[src/rtl/wb_ram_arbiter_if.sv]
// ---------------------------------------------------------------------------
// wb_ram_arbiter_if
//   Wishbone classic bus bundle used on all three sides of wb_ram_arbiter.
//   The same bundle describes a master link (bridge / DMA / debug) and the
//   link toward the RAM slave.
//
//   Signals (direction seen from the bus master):
//     adr    out  ADDR_WIDTH      address
//     dat_w  out  DATA_WIDTH      write data
//     sel    out  DATA_WIDTH/8    byte selects
//     we     out  1               write enable
//     cyc    out  1               cycle request
//     stb    out  1               strobe
//     dat_r  in   DATA_WIDTH      read data
//     ack    in   1               acknowledge
//     err    in   1               error
//
//   Modports:
//     master  drives the request side, receives the response side
//     slave   receives the request side, drives the response side
// ---------------------------------------------------------------------------
interface wb_ram_arbiter_if #(
  parameter int ADDR_WIDTH = 32,
  parameter int DATA_WIDTH = 32
);
  localparam int SEL_WIDTH = DATA_WIDTH / 8;

  logic [ADDR_WIDTH-1:0] adr;
  logic [DATA_WIDTH-1:0] dat_w;
  logic [DATA_WIDTH-1:0] dat_r;
  logic [SEL_WIDTH-1:0]  sel;
  logic                  we;
  logic                  cyc;
  logic                  stb;
  logic                  ack;
  logic                  err;

  modport master (
    output adr, dat_w, sel, we, cyc, stb,
    input  dat_r, ack, err
  );

  modport slave (
    input  adr, dat_w, sel, we, cyc, stb,
    output dat_r, ack, err
  );
endinterface

[src/rtl/wb_ram_arbiter.sv]
// ---------------------------------------------------------------------------
// wb_ram_arbiter
//   Two-master Wishbone classic arbiter sharing one Wishbone RAM slave.
//   Master 0 is the AXI-lite-to-Wishbone bridge, master 1 a second on-chip
//   master (DMA, debug). Whole CYC-bounded cycles are granted with
//   round-robin fairness; one idle bus cycle always separates two grants.
//
//   Ports:
//     clk_i   in   1   Wishbone clock
//     rst_i   in   1   asynchronous reset, active high
//     m0      wb_ram_arbiter_if.slave   master 0 link
//     m1      wb_ram_arbiter_if.slave   master 1 link
//     s       wb_ram_arbiter_if.master  link to the RAM slave
//     gnt_o   out  2   one-hot current grant {m1,m0}; 2'b00 when idle
//
//   Optional feature (macro WB_ARB_TIMEOUT_EN):
//     Bus-hang watchdog. When a granted strobe stays unanswered for
//     TIMEOUT_CYCLES cycles the granted master receives a one-cycle err,
//     the slave cycle is dropped and the grant is released. Without the
//     macro no counter exists and err is a plain passthrough.
// ---------------------------------------------------------------------------
module wb_ram_arbiter #(
  parameter int ADDR_WIDTH     = 32,
  parameter int DATA_WIDTH     = 32,
  parameter int TIMEOUT_CYCLES = 256
) (
  input  logic                    clk_i,
  input  logic                    rst_i,
  wb_ram_arbiter_if.slave         m0,
  wb_ram_arbiter_if.slave         m1,
  wb_ram_arbiter_if.master        s,
  output logic [1:0]              gnt_o
);

  localparam int SEL_WIDTH = DATA_WIDTH / 8;

  typedef enum logic [1:0] {
    IDLE = 2'd0,
    GNT0 = 2'd1,
    GNT1 = 2'd2
  } state_t;

  state_t state;
  state_t state_nxt;

  // Last-grant pointer: 1 = master 1 held the last grant.
  logic last_gnt;
  logic last_gnt_nxt;

  // High in the single cycle the watchdog fires (never high without the macro).
  logic timeout_hit;

  // Slave-side request mux
  logic [ADDR_WIDTH-1:0] adr_mux;
  logic [DATA_WIDTH-1:0] dat_w_mux;
  logic [SEL_WIDTH-1:0]  sel_mux;
  logic                  we_mux;
  logic                  cyc_mux;
  logic                  stb_mux;

  // Master-side response demux
  logic [DATA_WIDTH-1:0] m0_dat_r;
  logic                  m0_ack;
  logic                  m0_err;
  logic [DATA_WIDTH-1:0] m1_dat_r;
  logic                  m1_ack;
  logic                  m1_err;

  // A watchdog limit below 2 cannot work; such a configuration leaves this
  // named marker in the elaborated hierarchy so it is easy to spot.
  if (TIMEOUT_CYCLES < 2) begin : g_timeout_cycles_below_two
    logic marker;
    assign marker = 1'b1;
  end

  // ---------------------------------------------------------------------------
  // Arbitration state register
  // ---------------------------------------------------------------------------
  always_ff @(posedge clk_i or posedge rst_i) begin
    if (rst_i) begin
      state    <= IDLE;
      last_gnt <= 1'b1;
    end else begin
      state    <= state_nxt;
      last_gnt <= last_gnt_nxt;
    end
  end

  // Next-state logic. Requests are only sampled in IDLE, so a new grant
  // always costs one registered cycle and no cyc input reaches s.cyc
  // combinationally while idle.
  always_comb begin
    state_nxt    = state;
    last_gnt_nxt = last_gnt;
    case (state)
      IDLE: begin
        if (m0.cyc && m1.cyc) begin
          state_nxt = last_gnt ? GNT0 : GNT1;
        end else if (m0.cyc) begin
          state_nxt = GNT0;
        end else if (m1.cyc) begin
          state_nxt = GNT1;
        end
      end
      GNT0: begin
        if (!m0.cyc || timeout_hit) begin
          state_nxt    = IDLE;
          last_gnt_nxt = 1'b0;
        end
      end
      GNT1: begin
        if (!m1.cyc || timeout_hit) begin
          state_nxt    = IDLE;
          last_gnt_nxt = 1'b1;
        end
      end
      default: begin
        state_nxt = IDLE;
      end
    endcase
  end

`ifdef WB_ARB_TIMEOUT_EN
  localparam int CNT_W = (TIMEOUT_CYCLES > 2) ? $clog2(TIMEOUT_CYCLES) : 1;

  logic             granted_req;
  logic             stall;
  logic [CNT_W-1:0] wd_cnt;

  // Stall is taken from the granted master's request rather than from the
  // s outputs, which are themselves forced low by timeout_hit.
  always_comb begin
    granted_req = 1'b0;
    case (state)
      GNT0:    granted_req = m0.cyc & m0.stb;
      GNT1:    granted_req = m1.cyc & m1.stb;
      default: granted_req = 1'b0;
    endcase
  end

  assign stall       = granted_req & ~s.ack & ~s.err;
  // The counter holds the number of stalled cycles already seen, so the
  // TIMEOUT_CYCLES-th stalled cycle is the one that fires.
  assign timeout_hit = stall && (wd_cnt == CNT_W'(TIMEOUT_CYCLES - 1));

  // ---------------------------------------------------------------------------
  // Watchdog counter
  // ---------------------------------------------------------------------------
  always_ff @(posedge clk_i or posedge rst_i) begin
    if (rst_i) begin
      wd_cnt <= '0;
    end else if (state == IDLE || s.ack || s.err || timeout_hit) begin
      wd_cnt <= '0;
    end else if (stall) begin
      wd_cnt <= wd_cnt + 1'b1;
    end
  end
`else
  assign timeout_hit = 1'b0;
`endif

  // Bus mux driven purely from the registered state. Responses are gated
  // with the owner's cyc so an ack arriving after an abort never reaches
  // the master; the non-granted master always sees zeros.
  always_comb begin
    adr_mux   = '0;
    dat_w_mux = '0;
    sel_mux   = '0;
    we_mux    = 1'b0;
    cyc_mux   = 1'b0;
    stb_mux   = 1'b0;
    m0_dat_r  = '0;
    m0_ack    = 1'b0;
    m0_err    = 1'b0;
    m1_dat_r  = '0;
    m1_ack    = 1'b0;
    m1_err    = 1'b0;
    case (state)
      GNT0: begin
        adr_mux   = m0.adr;
        dat_w_mux = m0.dat_w;
        sel_mux   = m0.sel;
        we_mux    = m0.we;
        cyc_mux   = m0.cyc & ~timeout_hit;
        stb_mux   = m0.stb & ~timeout_hit;
        m0_dat_r  = s.dat_r;
        m0_ack    = s.ack & m0.cyc;
        m0_err    = (s.err & m0.cyc) | timeout_hit;
      end
      GNT1: begin
        adr_mux   = m1.adr;
        dat_w_mux = m1.dat_w;
        sel_mux   = m1.sel;
        we_mux    = m1.we;
        cyc_mux   = m1.cyc & ~timeout_hit;
        stb_mux   = m1.stb & ~timeout_hit;
        m1_dat_r  = s.dat_r;
        m1_ack    = s.ack & m1.cyc;
        m1_err    = (s.err & m1.cyc) | timeout_hit;
      end
      default: begin
      end
    endcase
  end

  always_comb begin
    gnt_o = 2'b00;
    case (state)
      GNT0:    gnt_o = 2'b01;
      GNT1:    gnt_o = 2'b10;
      default: gnt_o = 2'b00;
    endcase
  end

  assign s.adr    = adr_mux;
  assign s.dat_w  = dat_w_mux;
  assign s.sel    = sel_mux;
  assign s.we     = we_mux;
  assign s.cyc    = cyc_mux;
  assign s.stb    = stb_mux;

  assign m0.dat_r = m0_dat_r;
  assign m0.ack   = m0_ack;
  assign m0.err   = m0_err;
  assign m1.dat_r = m1_dat_r;
  assign m1.ack   = m1_ack;
  assign m1.err   = m1_err;

endmodule
[src/flat_wrapper.sv]
// flat-port wrapper written by rule: the top's interface ports become plain ports
module wb_ram_arbiter_flat 
#(
  parameter int ADDR_WIDTH     = 32,
  parameter int DATA_WIDTH     = 32,
  parameter int TIMEOUT_CYCLES = 256
)
  (clk_i, rst_i, gnt_o, m0_adr, m0_dat_w, m0_sel, m0_we, m0_cyc, m0_stb, m0_dat_r, m0_ack, m0_err, m1_adr, m1_dat_w, m1_sel, m1_we, m1_cyc, m1_stb, m1_dat_r, m1_ack, m1_err, s_adr, s_dat_w, s_sel, s_we, s_cyc, s_stb, s_dat_r, s_ack, s_err);
  wb_ram_arbiter_if #(.ADDR_WIDTH(ADDR_WIDTH), .DATA_WIDTH(DATA_WIDTH)) m0_i ();
  wb_ram_arbiter_if #(.ADDR_WIDTH(ADDR_WIDTH), .DATA_WIDTH(DATA_WIDTH)) m1_i ();
  wb_ram_arbiter_if #(.ADDR_WIDTH(ADDR_WIDTH), .DATA_WIDTH(DATA_WIDTH)) s_i ();
  input  logic clk_i;
  input  logic rst_i;
  output logic [1:0] gnt_o;
  input wire logic [$bits(m0_i.adr)-1:0] m0_adr;
  input wire logic [$bits(m0_i.dat_w)-1:0] m0_dat_w;
  input wire logic [$bits(m0_i.sel)-1:0] m0_sel;
  input wire logic [$bits(m0_i.we)-1:0] m0_we;
  input wire logic [$bits(m0_i.cyc)-1:0] m0_cyc;
  input wire logic [$bits(m0_i.stb)-1:0] m0_stb;
  output wire logic [$bits(m0_i.dat_r)-1:0] m0_dat_r;
  output wire logic [$bits(m0_i.ack)-1:0] m0_ack;
  output wire logic [$bits(m0_i.err)-1:0] m0_err;
  input wire logic [$bits(m1_i.adr)-1:0] m1_adr;
  input wire logic [$bits(m1_i.dat_w)-1:0] m1_dat_w;
  input wire logic [$bits(m1_i.sel)-1:0] m1_sel;
  input wire logic [$bits(m1_i.we)-1:0] m1_we;
  input wire logic [$bits(m1_i.cyc)-1:0] m1_cyc;
  input wire logic [$bits(m1_i.stb)-1:0] m1_stb;
  output wire logic [$bits(m1_i.dat_r)-1:0] m1_dat_r;
  output wire logic [$bits(m1_i.ack)-1:0] m1_ack;
  output wire logic [$bits(m1_i.err)-1:0] m1_err;
  output wire logic [$bits(s_i.adr)-1:0] s_adr;
  output wire logic [$bits(s_i.dat_w)-1:0] s_dat_w;
  output wire logic [$bits(s_i.sel)-1:0] s_sel;
  output wire logic [$bits(s_i.we)-1:0] s_we;
  output wire logic [$bits(s_i.cyc)-1:0] s_cyc;
  output wire logic [$bits(s_i.stb)-1:0] s_stb;
  input wire logic [$bits(s_i.dat_r)-1:0] s_dat_r;
  input wire logic [$bits(s_i.ack)-1:0] s_ack;
  input wire logic [$bits(s_i.err)-1:0] s_err;
  assign m0_i.adr = m0_adr;
  assign m0_i.dat_w = m0_dat_w;
  assign m0_i.sel = m0_sel;
  assign m0_i.we = m0_we;
  assign m0_i.cyc = m0_cyc;
  assign m0_i.stb = m0_stb;
  assign m0_dat_r = m0_i.dat_r;
  assign m0_ack = m0_i.ack;
  assign m0_err = m0_i.err;
  assign m1_i.adr = m1_adr;
  assign m1_i.dat_w = m1_dat_w;
  assign m1_i.sel = m1_sel;
  assign m1_i.we = m1_we;
  assign m1_i.cyc = m1_cyc;
  assign m1_i.stb = m1_stb;
  assign m1_dat_r = m1_i.dat_r;
  assign m1_ack = m1_i.ack;
  assign m1_err = m1_i.err;
  assign s_adr = s_i.adr;
  assign s_dat_w = s_i.dat_w;
  assign s_sel = s_i.sel;
  assign s_we = s_i.we;
  assign s_cyc = s_i.cyc;
  assign s_stb = s_i.stb;
  assign s_i.dat_r = s_dat_r;
  assign s_i.ack = s_ack;
  assign s_i.err = s_err;
  wb_ram_arbiter #(.ADDR_WIDTH(ADDR_WIDTH), .DATA_WIDTH(DATA_WIDTH), .TIMEOUT_CYCLES(TIMEOUT_CYCLES)) u_core (.clk_i(clk_i), .rst_i(rst_i), .m0(m0_i), .m1(m1_i), .s(s_i), .gnt_o(gnt_o));
endmodule
[config.mk]
export PLATFORM = sky130hd
export DESIGN_NAME = wb_ram_arbiter_flat
export DESIGN_NICKNAME = d
export VERILOG_FILES = /design/src/rtl/wb_ram_arbiter_if.sv /design/src/rtl/wb_ram_arbiter.sv /design/src/flat_wrapper.sv
export SDC_FILE = /design/constraint.sdc
export NUM_CORES = 1
export LEC_CHECK = 0
export ABC_AREA = 1
export CAP_MARGIN = 20
export CORE_AREA = 3 3 121 123
export DETAILED_ROUTE_END_ITERATION = 10
export DIE_AREA = 0 0 124 126
export PLACE_DENSITY = 0.61
export SETUP_SLACK_MARGIN = 0.05
export SYNTH_ARGS = -nofsm -noshare
export SYNTH_HDL_FRONTEND = slang
export SYNTH_SLANG_ARGS = --single-unit
[constraint.sdc]
create_clock -name clk_i -period 1.35 [get_ports clk_i]
set_input_delay 0.27 -clock clk_i [delete_from_list [all_inputs] [get_ports clk_i]]
set_output_delay 0.27 -clock clk_i [all_outputs]
set_load 0.01 [all_outputs]
==> impl_metrics.tcl, run 1 <==
set metrics [dict create \
    final-setup-viol-count 144 \
    die_x_um 124 \
    ys_ff_latch 3 \
    arrival_ns 1.66 \
    dpl.hpwl_um 10100 \
    syn2layout_area_growth_pct 285 \
    drt_first_pass_iters 4 \
    slowest_delay_ns 0.39 \
    rsz0062_at_grt "true" \
    violations "setup timing" \
    p_total_mw 14.5 \
    n_antenna_cell 0 \
    worstMarginPinSlew_ns 0.218 \
    clk_latency_ns 0.23 \
    ys_warn_count 0 \
    cts_made_buffers 3 \
    hold_buffers 0 \
    clockRootBuffer "clkbuf_16" \
    postSynthAreaPerCell_um2 4.34 \
    first_iter_violations 62 \
    mappedNetlistArea_um2 1820 \
    post-route-util_pct 50.9 \
    num_io_pins 319 \
    slew-limit-headroom_pct 85.4 \
    crit_chain "inv_2, ha_4, inv_6, buf_12, buf_8, buf_4, a21oi_2, buf_2" \
    ys_seq_area_share_pct 4.20 \
    dp_slack_ns -0.713 \
    critPathKind "reg -> out" \
    cts_tree "done" \
    rr_worst_depth 10 \
    cts.path.max_buffers 2 \
    cts_max_level 1 \
    grt_pass1_wl_um 20000 \
    fill_cells 1353 \
    clock.fmax_mhz 519 \
    dr_total_vias 3943 \
    antenna_found_initial 0 \
    grt_pass1_vias 3773 \
    whs_ns 0.229 \
    clock_skew_ns 0.00104 \
    critPathRequiredTime_ns 1.08 \
    path_max_fanout 5 \
    grt-ovfl-total 0 \
    drive_gt1_share_pct 54.9 \
    detail_route.wirelength_um 14500 \
    grt_use_total_pct 16.1 \
    io_buffers 318 \
    status "finished, violations left" \
    rows 43 \
    gp_congestion 0.768 \
    path_depth 8 \
    setup_ws_ns -0.578 \
    p_leak_nw 3.57 \
    yosysUniqueCellTypes 13 \
    pwr_density_cell_nw_per_um2 2060 \
    endpoint_kind "output port" \
    period_minus_slack_ns 1.93 \
    core_area_um2 13800 \
    fp.dieArea_um2 15600 \
    path_buf_inv 6 \
    cts.clk_slew.worst_paths_ns 0.03 \
    wl_per_cell_um 14.7 \
    hp-class "in -> async" \
    worstSetupStartpointType "flip-flop" \
    critPathSlowestCell "dfrtp_1" \
    netlist_instances 419 \
    via_per_inst 3.99 \
    fin_nets 991 \
    fin_crit_sh_pct 143 \
    path_delay_family "buffers and inverters" \
    grt_max_degree 20 \
    hold_viol_final 0 \
    slew_violations 0 \
    ant_nets 0 \
    vdd_drop_max_uv 1160 \
    drv_cap 0 \
    initial_core_util_pct 13.2 \
    die-height_um 126 \
    cts.sinks 3 \
    drc 0 \
    synth.net_count 602 \
]
==> path summary, 6_finish.rpt <==
kind,slack [ns],from,endpoint
max,-0.58,u_core.state[0],s_dat_w[1]
min,0.23,rst_i,u_core.state[1]
max reg2reg,-0.12,u_core.state[0],u_core.last_gnt
min reg2reg,0.47,u_core.last_gnt,u_core.last_gnt
max in group asynchronous,0.90,rst_i,u_core.last_gnt
min in group clk_i,0.47,u_core.last_gnt,u_core.last_gnt
==> cell usage in the layout (no fill, tap or decap), types with 2 or more instances in the layout <==
cell type,instances
clkdlybuf4s50_1,177
a21oi_4,8
buf_4,19
buf_6,75
inv_1,51
nor2_2,4
nand2_2,65
buf_2,98
dfrtp_1,2
ha_4,5
a21oi_2,62
clkbuf_16,11
buf_12,17
inv_2,25
nand2_4,28
buf_16,11
buf_8,9
nand2_1,128
nor2_1,4
==> logic make-up after synthesis <==
family / synth area share, %
AND/OR/NAND/NOR: 47.7
adder cells (fa/ha/maj): 3.44
flip-flops: 4.20
AO/OA/AOI/OAI: 19.8
buffers and inverters: 24.8
==> synthesized netlist by cell type <==
cell type / number / area share, %
a21oi_1: 71 / 20
buf_2: 16 / 4.4
buf_4: 7 / 2.9
clkbuf_1: 8 / 1.7
dfrtp_1: 2 / 2.8
dfstp_2: 1 / 1.4
ha_1: 5 / 3.4
inv_1: 76 / 16
inv_2: 1 / 0.21
nand2_1: 221 / 46
nand3_1: 1 / 0.27
nor2_1: 9 / 1.9
o21ai_0: 1 / 0.27
==> routing by layer <==
layer | global-route usage (%) | part of all wire, % | vias up
li1 | - | - | 2010
met1 | 17.3 | 36 | 1717
met2 | 31.1 | 52 | 206
met3 | 5.21 | 11 | 10
met4 | 2.06 | 0.83 | 0
met5 | 0 | 0 | -
==> flip-flops by register name (all words and copies together), names as in the netlist <==
register,flops
u_core.last_gnt,1
u_core.state,2
==> cell type report <==
type	instances	area, µm²	area share [%]
well taps	180	225	3.21
clock buffers	4	78.8	1.12
inverters	77	294	4.19
multi-input cells	308	2080	29.6
repair buffers	415	4260	60.8
flip-flops and latches	3	76.3	1.09
==> per-stage QoR <==
| step | instance area [µm²] | TNS, ns | std cells |
|---|---|---|---|
| floorplan | 2220 | -5.97 | 419 |
| global placement | 5690 | -82.24 | 911 |
| detailed placement | 5690 | -85.26 | 911 |
| CTS | 6340 | -68.34 | 972 |
| global route | 7010 | -76.25 | 987 |
| finish | 7010 | -67.48 | 987 |
==> report_power, final <==
group / internal [mW] / switching, mW / leakage, nW
clock network: 0.390 / 0.0889 / 0.0382
registers: 0.141 / 0.0373 / 0.0362
logic: 7.53 / 6.26 / 3.49
==> timing repair <==
| action | CTS | global route |
|---|---|---|
| buffers inserted | 46 | 10 |
| pin swaps | 15 | 18 |
| cloned | 13 | 8 |
| setup endpoints to repair | 144 | 144 |
| gates resized for setup | 709 | 130 |
Power figures use the tool's default switching activity.
==> run 2, diff against run 1 <==
--- a/config.mk
+++ b/config.mk
@@ -5,12 +5,11 @@
 export SDC_FILE = /design/constraint.sdc
 export NUM_CORES = 1
 export LEC_CHECK = 0
-export ABC_AREA = 1
 export CAP_MARGIN = 20
-export CORE_AREA = 3 3 121 123
+export CORE_AREA = 3 3 124 126
 export DETAILED_ROUTE_END_ITERATION = 10
-export DIE_AREA = 0 0 124 126
-export PLACE_DENSITY = 0.61
+export DIE_AREA = 0 0 127 129
+export PLACE_DENSITY = 0.59
 export SETUP_SLACK_MARGIN = 0.05
 export SYNTH_ARGS = -nofsm -noshare
 export SYNTH_HDL_FRONTEND = slang
==> run 2 against run 1 <==
The run still ends with setup timing left. Hold slack lost 0.0094 ns. Via count down 11%. Global-route usage shrank 0.31 points. Sequential power is 7% higher. Non-clock buffer count decreased by 28. Critical endpoint is now s_dat_w[3]. Largest power group unchanged.
==> impl_metrics.tcl, run 2 <==
set metrics [dict create \
    status "finished, violations left" \
    violations "setup timing" \
    synth-edff-count 0 \
    via_per_inst 4.33 \
    fin_tns_setup_ns -70.78 \
    gp_congestion 0.845 \
    io_buffers 318 \
    die-height_um 129 \
    detail_route.wirelength_um 15000 \
    critPathKind "reg -> out" \
    vdd_drop_max_uv 768 \
    drt_first_pass_iters 4 \
    yosys.cell_count.top_type "nor2b_1" \
    cts.sinks 3 \
    grt_use_total_pct 15.8 \
    critPathSlowestCell "dfrtp_1" \
    worstMarginPinSlew_ns 0.267 \
    num_io_pins 319 \
    slew-limit-headroom_pct 82.2 \
    drv_cap 0 \
    synth_top_area_share_pct 29.1 \
    final_cell_mix "clkdlybuf4s50_1 (177), buf_6 (78), buf_2 (76)" \
    pwr_density_cell_nw_per_um2 1760 \
    clockRootBuffer "clkbuf_16" \
    initial_core_util_pct 12.5 \
    postSynthAreaPerCell_um2 6.83 \
    reg.largest.list "u_core.state (2), u_core.last_gnt (1)" \
    fp.dieArea_um2 16400 \
    ys_ff_latch 3 \
    ys_seq_area_share_pct 4.23 \
    yosys.area_share.simple_pct 48.9 \
    muxShareOfSynthArea_pct 0 \
    worstSetupStartpointType "flip-flop" \
    dr_total_vias 3499 \
    timing.rr.start "u_core.state[0]" \
    synth_top_family_by_area "simple AND/OR/NAND/NOR gates" \
    route.met2.wl_um 8390 \
    dpl.hpwl_um 10500 \
    hp-class "in -> async" \
    dp_slack_ns -0.768 \
    final-setup-viol-count 144 \
    drive_gt1_share_pct 63.0 \
    rows 44 \
    crit_path_frequent_cell "buf_6" \
    synthTopCellsByArea "a22oi_1 (29%), nor2b_1 (25%), and2_1 (22%), ha_1 (3.5%), buf_4 (2.9%)" \
    synth.net_count 447 \
    p_leak_nw 2.86 \
    period_minus_slack_ns 1.96 \
    drc 0 \
    critPathRequiredTime_ns 1.08 \
    grt_pass1_vias 3668 \
    wl_met1_um 5320 \
    antenna_found_initial 0 \
    grt_max_degree 34 \
    endpoint_kind "output port" \
    whs_ns 0.220 \
    wl_met3_um 1220 \
    slew_violations 0 \
    crit_chain "buf_6, ha_4, buf_12, buf_8, buf_16, a22oi_2, nor2b_4, buf_6" \
    grt-ovfl-total 0 \
    clock_skew_ns 0.00405 \
    async_flop_share_pct 100 \
    core_area_um2 14400 \
    cts.clk_slew.worst_paths_ns 0.03 \
    clk_latency_ns 0.23 \
    synth_flop_cell "dfrtp_1" \
    syn2layout_area_growth_pct 283 \
    slowest_delay_ns 0.39 \
    hold_viol_final 0 \
    cts_made_buffers 3 \
    arrival_ns 1.69 \
    cts_tree "done" \
    synth_common_cells "nor2b_1 (71), a22oi_1 (70), and2_1 (64), buf_2 (10), clkbuf_1 (10)" \
    clock.fmax_mhz 511 \
    path_max_fanout 5 \
    layout_commonest_cell "clkdlybuf4s50_1" \
    path_delay_family "buffers and inverters" \
    yosysTopAreaCell "a22oi_1" \
    cts_max_level 1 \
    hold_buffers 0 \
    setup_ws_ns -0.607 \
    wl_per_cell_um 18.6 \
    n_antenna_cell 0 \
    synth_compound_area_share_pct 33.7 \
    path_buf_inv 5 \
    largest-register "u_core.state" \
    grt_pass1_wl_um 20600 \
    r2r-end "u_core.state[1]" \
    cts.path.max_buffers 2 \
    netlist_instances 264 \
    synthXorXnorAreaFrac_pct 0 \
    routed.top_layer "met4" \
    rr_worst_depth 8 \
    fin_crit_sh_pct 145 \
    die_x_um 127 \
    synthAdderAreaFrac_pct 3.47 \
    fin_nets 809 \
    r2r_slack_ns -0.34 \
    rsz0062_at_grt "true" \
    first_iter_violations 45 \
    ant_nets 0 \
    ys_warn_count 0 \
    largest_reg_flops 2 \
    mappedNetlistArea_um2 1800 \
    yosysUniqueCellTypes 20 \
]
-- run 2: worst register-to-register path, stage by stage, from the launching register on --
cell	delay (ns)
dfrtp_1	0.39
buf_6	0.13
ha_4	0.17
buf_12	0.16
buf_16	0.16
a22oi_4	0.16
buf_6	0.14
o21ai_2	0.05
a32o_1	0.20
-- run 2: cell families after synthesis --
| kind of cell | after synthesis |
|---|---|
| simple gates | 141 |
| buf+inv | 35 |
| flops | 3 |
| compound gates | 80 |
| fa+ha+maj | 5 |
-- run 2: layout make-up --
type / instances / area (µm²)
Fill cell: 1326 / 7510
Clock buffer: 4 / 78.8
Inverter: 5 / 21.3
Timing Repair Buffer: 387 / 4150
Multi-Input combinational cell: 226 / 2350
Sequential cell: 3 / 77.6
Tap cell: 184 / 230
-- run 2: where the power goes --
group / total, mW / switching [mW] / leakage, nW / internal (mW)
Combinational: 11.5 / 4.48 / 2.79 / 7.00
Clock: 0.472 / 0.0826 / 0.0382 / 0.390
Sequential: 0.191 / 0.0481 / 0.0349 / 0.143
-- run 2: metrics by stage --
step / utilization [%] / total power, mW / instances / area, µm²
global placement: 39.1 / 7.86 / 757 / 5640
global route: 47.9 / 12.8 / 809 / 6910
CTS: 44.5 / 10.8 / 800 / 6420
detailed placement: 39.1 / 7.94 / 757 / 5640
floorplan: - / 4.27 / 264 / 2170
finish: 47.9 / 12.1 / 809 / 6910
-- run 2: worst max-delay path by stage --
stage | slack, ns | from | to | cells past startpoint
3_5_place_dp | -0.77 | u_core.state[1] | s_adr[6] | 6
3_3_place_gp | -0.75 | u_core.state[1] | s_adr[6] | 6
2_1_floorplan | -0.15 | u_core.state[1] | s_adr[22] | 4
4_1_cts | -0.62 | u_core.state[0] | s_adr[3] | 6
6_report | -0.61 | u_core.state[0] | s_dat_w[3] | 8
5_1_grt | -0.67 | u_core.state[0] | s_adr[13] | 7
-- run 2: per-layer routing --
metal	global-route usage, %	vias to the layer above
li1	-	1660
met1	16.3	1637
met2	33.0	196
met3	3.32	6
met4	2.08	0
met5	0	-
-- run 2: timing repair --
item | 4_1_cts | 5_1_grt
pin swaps | 28 | 14
setup buffers | 20 | 5
resized for setup | 688 | 93
cloned | 19 | 7
endpoints found under the setup margin | 144 | 144
